--- src/rtl/adam_mem_apb_bridge.sv ---
// APB slave to single-cycle SRAM request bridge.
// Range/alignment checks each access and strobes one mem request.
//
// Ports:
//   i_clk, i_rst_n          clock, synchronous active-low reset
//   i_psel .. i_pwdata      APB request side
//   o_prdata, o_pready,
//   o_pslverr               APB response, decoded from state only
//   o_mem_req .. o_mem_wdata registered SRAM request
//   i_mem_rdata             SRAM read data, valid cycle after req
//
// Optional feature: ADAM_MEM_APB_BRIDGE_RDATA_REG_EN adds a CAPT
// state that registers i_mem_rdata before the response cycle.

module adam_mem_apb_bridge #(
  parameter int ADDR_WIDTH = 32,
  parameter int DATA_WIDTH = 32,
  parameter int STRB_WIDTH = DATA_WIDTH / 8,
  parameter int SIZE       = 4096
) (
  input  logic                  i_clk,
  input  logic                  i_rst_n,
  input  logic                  i_psel,
  input  logic                  i_penable,
  input  logic [ADDR_WIDTH-1:0] i_paddr,
  input  logic                  i_pwrite,
  input  logic [STRB_WIDTH-1:0] i_pstrb,
  input  logic [DATA_WIDTH-1:0] i_pwdata,
  output logic [DATA_WIDTH-1:0] o_prdata,
  output logic                  o_pready,
  output logic                  o_pslverr,
  output logic                  o_mem_req,
  output logic [ADDR_WIDTH-1:0] o_mem_addr,
  output logic                  o_mem_we,
  output logic [STRB_WIDTH-1:0] o_mem_be,
  output logic [DATA_WIDTH-1:0] o_mem_wdata,
  input  logic [DATA_WIDTH-1:0] i_mem_rdata
);

  localparam logic [1:0] S_IDLE = 2'd0;
  localparam logic [1:0] S_REQ  = 2'd1;
  localparam logic [1:0] S_RESP = 2'd2;
`ifdef ADAM_MEM_APB_BRIDGE_RDATA_REG_EN
  localparam logic [1:0] S_CAPT = 2'd3;
`endif

  // Low address bits that must be zero for a word-aligned access.
  localparam logic [ADDR_WIDTH-1:0] ALIGN_MASK =
    ADDR_WIDTH'(STRB_WIDTH - 1);
  // One extra bit so SIZE may equal 2**ADDR_WIDTH.
  localparam logic [ADDR_WIDTH:0] SIZE_LIM =
    (ADDR_WIDTH + 1)'(SIZE);

  logic [1:0]            r_state;
  logic                  r_err_q;
  logic                  r_we_q;
  logic                  r_mem_req;
  logic [ADDR_WIDTH-1:0] r_mem_addr;
  logic                  r_mem_we;
  logic [STRB_WIDTH-1:0] r_mem_be;
  logic [DATA_WIDTH-1:0] r_mem_wdata;

  logic                  w_start;
  logic                  w_err;
  logic                  w_resp;
  logic [DATA_WIDTH-1:0] w_rdata_src;

  assign w_start = i_psel & i_penable;
  assign w_err   = ({1'b0, i_paddr} >= SIZE_LIM) |
                   (|(i_paddr & ALIGN_MASK));

`ifdef ADAM_MEM_APB_BRIDGE_RDATA_REG_EN
  logic [DATA_WIDTH-1:0] r_rdata_q;

  always_ff @(posedge i_clk) begin
    if (!i_rst_n) begin
      r_rdata_q <= '0;
    end else if (r_state == S_CAPT) begin
      r_rdata_q <= i_mem_rdata;
    end
  end

  assign w_rdata_src = r_rdata_q;
`else
  assign w_rdata_src = i_mem_rdata;
`endif

  always_ff @(posedge i_clk) begin
    if (!i_rst_n) begin
      r_state     <= S_IDLE;
      r_err_q     <= 1'b0;
      r_we_q      <= 1'b0;
      r_mem_req   <= 1'b0;
      r_mem_addr  <= '0;
      r_mem_we    <= 1'b0;
      r_mem_be    <= '0;
      r_mem_wdata <= '0;
    end else begin
      case (r_state)
        S_IDLE: begin
          if (w_start) begin
            r_we_q <= i_pwrite;
            if (w_err) begin
              // Bad access: skip the memory, answer next cycle.
              r_err_q <= 1'b1;
              r_state <= S_RESP;
            end else begin
              r_err_q     <= 1'b0;
              r_mem_req   <= 1'b1;
              r_mem_addr  <= i_paddr;
              r_mem_we    <= i_pwrite;
              r_mem_be    <= i_pwrite ? i_pstrb : '1;
              r_mem_wdata <= i_pwdata;
              r_state     <= S_REQ;
            end
          end
        end
        S_REQ: begin
          r_mem_req <= 1'b0;
`ifdef ADAM_MEM_APB_BRIDGE_RDATA_REG_EN
          r_state   <= S_CAPT;
`else
          r_state   <= S_RESP;
`endif
        end
`ifdef ADAM_MEM_APB_BRIDGE_RDATA_REG_EN
        S_CAPT: begin
          r_state <= S_RESP;
        end
`endif
        S_RESP: begin
          r_state <= S_IDLE;
        end
        default: begin
          r_state <= S_IDLE;
        end
      endcase
    end
  end

  assign w_resp = (r_state == S_RESP);

  // Write echo from the memory is never forwarded.
  always_comb begin
    o_pready  = w_resp;
    o_pslverr = w_resp & r_err_q;
    o_prdata  = '0;
    if (w_resp && !r_we_q && !r_err_q) begin
      o_prdata = w_rdata_src;
    end
  end

  assign o_mem_req   = r_mem_req;
  assign o_mem_addr  = r_mem_addr;
  assign o_mem_we    = r_mem_we;
  assign o_mem_be    = r_mem_be;
  assign o_mem_wdata = r_mem_wdata;

endmodule

--- config.mk ---
export PLATFORM = sky130hd
export DESIGN_NAME = adam_mem_apb_bridge
export DESIGN_NICKNAME = d
export VERILOG_FILES = /design/src/rtl/adam_mem_apb_bridge.sv
export SDC_FILE = /design/constraint.sdc
export NUM_CORES = 1
export LEC_CHECK = 0
export ABC_AREA = 1
export BUFFER_PORTS_ARGS = -buffer_cell sky130_fd_sc_hd__clkbuf_2
export CORE_UTILIZATION = 42
export DETAILED_ROUTE_END_ITERATION = 16
export PLACE_DENSITY = 0.79
export REMOVE_ABC_BUFFERS = 1
export SYNTH_ARGS = -nofsm -noshare
export SYNTH_HDL_FRONTEND = slang
export SYNTH_SLANG_ARGS = --single-unit
export TNS_END_PERCENT = 50
--- constraint.sdc ---
create_clock -name i_clk -period 1.5 [get_ports i_clk]
set_input_delay 0.225 -clock i_clk [delete_from_list [all_inputs] [get_ports i_clk]]
set_output_delay 0.225 -clock i_clk [all_outputs]
set_load 0.005 [all_outputs]
==> out/metrics.cfg <==
[status]
status=finished with violations
violations=setup timing

[placed_design]
placed_cell_area_mm2=0.00434
portBuffers=208
gp_congestion=0.764
dp_slack_ns=0.0229
dpl.cell_count=704
dp_hpwl_um=6150

[power_and_ir_drop]
vdd_ir_drop_max_mv=0.578
p_leak_nw=2.62
power_density_mw_per_mm2=813

[route]
post-route-drc-count=0
via_per_inst=4.56
via_count=3307
drt_pre_antenna_iters=4
ant_nets=0
routedWlPerCell_um=12.2
drt_iter0_drc=78
drt_wl_total_um=8840

[grt]
antenna_found_initial=0
grt_overflow=0
grt_util_all_layers=0.210
grt_pass1_vias=3066
grt_start_max_net_pins=36
grt_first_pass_wirelength_um=13000

[worst_setup_path]
critPathRequiredTime_ns=1.27
critPathKind=flip-flop to output pin
slowest_delay_ns=0.34
critical_path.max_fanout=8
path_cells=inv_2, nor2_4, nand2_4, clkbuf_16, nor2_2, clkbuf_2
worst_path_max_delay_cell=dfxtp_2
critPathCaptureType=output pin
critical_path.startpoint_type=flip-flop
critPathArrivalTime_ns=1.35

[clocking]
worstSkewPairLatency_ns=0.34
clk_pin_slew_ns=0.08
cts-buffers-inserted=9
cts_root_buffer=clkbuf_8
cts.sinks=74
hold_buffers=0
clk_path_buf_depth=2
htreeDepth=3
cts_tree=built

[floorplanning]
start_util=0.437
dieHeight_um=89.3
dieWidth_um=89.3
core-area_mm2=0.00733
dieArea_mm2=0.00798
rows=31
io_pins=209

[synth]
ys.warnings.count=0
seq_area_frac_synth=0.463
synthCells=410
syn_area_per_cell_um2=7.81
synth_cell_types=20
ys_ff_latch=74
synth_area_mm2=0.00320

[sta]
hold-worst-slack_ns=0.107
finalSetupViolCount=32
fin_crit_sh=1.05
finalHoldViolations=0
slew_viol_final=0
rsz0062_at_grt=yes
fmax_mhz=633
skew_ns=0.00858
worst_pin_slew_ns=0.459
period_minus_slack_ns=1.58
final.setup.worst_slack_ns=-0.0799
slew_headroom=0.694

[final_layout]
fin_area_mm2=0.00485
multi_input_area_mm2=0.00145
area_growth_syn_to_layout_pct=51.4
regArea_mm2=0.00148
num-nets-final=726
postLayoutCoreUtil=0.662
num_antenna_cells=0
drive_gt1_frac=0.521
fillers=590
fin_cells=725

[min_path]
hold_class=input pin to flip-flop

[run]
drv_cap=0

[registers in the layout (all words and copies together) (netlist names)]
register / cells
o_mem_be: 4
o_mem_wdata: 32
o_mem_we: 1
r_state: 2
r_err_q: 1
o_mem_req: 1
r_we_q: 1
o_mem_addr: 32
[per-stage QoR]
stage          setup TNS (ns)  power, mW
2_1_floorplan          -38.50       2.09
3_3_place_gp                0       2.32
3_5_place_dp                0       2.33
4_1_cts                 -1.18       3.96
5_1_grt                 -3.56       4.13
6_report               -0.949       3.95
[cells in the final DEF, fill, tap and decap left out]
cell	netlist	final
or2_1	1	1
inv_2	0	1
a21oi_1	2	2
nor2_2	11	28
clkbuf_2	0	185
buf_4	0	9
nand2_4	2	2
clkinvlp_4	0	2
clkbuf_8	0	9
nand2_1	62	61
nand3_1	61	60
bufinv_16	0	1
dfxtp_1	74	72
buf_12	3	6
buf_2	7	17
and3_1	1	1
a21boi_0	1	1
dfxtp_2	0	2
clkbuf_16	0	1
nand3_2	31	32
nor2_1	70	37
inv_1	66	65
nand2_8	0	1
buf_16	0	2
buf_6	7	5
nor2_4	1	17
inv_8	0	1
nand2_2	1	1
nor2_8	1	1
inv_6	0	3
[report_power, final]
part	switching, mW	internal (mW)	total (mW)
registers	0.00321	1.97	1.97
logic	0.206	0.185	0.392
clock network	0.787	0.797	1.58
[cells by family (layout without fill, tap and decap cells)]
| kind of cell | after synthesis | in the layout | share of synthesized area |
|---|---|---|---|
| and+or+nand+nor | 242 | 242 | 0.391 |
| buffers and inverters | 91 | 307 | 0.141 |
| DFF | 74 | 74 | 0.462 |
| AOI/OAI and AO/OA | 3 | 3 | 0.00547 |
[metal layers]
layer,share of wire,global-route usage
met5,0,0
met4,0.011,0.0693
met3,0.083,0.0720
met2,0.51,0.399
met1,0.40,0.214
[worst max-delay path, delay by kind of cell, from the launching register on]
family	cells	cell delay, ns
buf+inv	3	0.36
flops	1	0.34
simple gates	3	0.32
[synthesized netlist by cell type (all sizes together)]
cell / n / share of area
a21boi: 1 / 0.0023
nand2: 65 / 0.082
or2: 1 / 0.0020
inv: 66 / 0.077
nand3: 92 / 0.19
buf: 20 / 0.058
and3: 1 / 0.0020
a21oi: 2 / 0.0031
dfxtp: 74 / 0.46
nor2: 83 / 0.11
clkbuf: 5 / 0.0059
[layout make-up]
cell class                      instances  share of cell area
Sequential cell                        74               0.306
Multi-Input combinational cell        245               0.300
Timing Repair Buffer                  225               0.275
Inverter                               66              0.0511
Clock buffer                            9              0.0255
Tap cell                               99              0.0255
Clock inverter                          7              0.0170
[worst paths after layout]
kind | slack [ns] | depth (start not counted) | end | startpoint
min | 0.11 | 3 | o_mem_wdata[2]$_SDFFE_PN0P_ | i_pwdata[2]
min reg2reg | 0.43 | 2 | o_mem_addr[0]$_SDFFE_PN0P_ | o_mem_addr[0]$_SDFFE_PN0P_
max reg2reg | 0.06 | 8 | o_mem_wdata[17]$_SDFFE_PN0P_ | r_state[1]$_SDFFE_PN0P_
max | -0.08 | 6 | o_prdata[6] | r_state[1]$_SDFFE_PN0P_
[timing repair]
item / CTS / global route
pin swaps: 2 / 2
endpoints found under the setup margin: 32 / 93
gates cloned: 2 / 1
setup buffers: 2 / 0
resized for setup: 35 / 49
hold endpoints to repair: 0 / 0
Note: power is estimated with default switching activity, not from simulation.
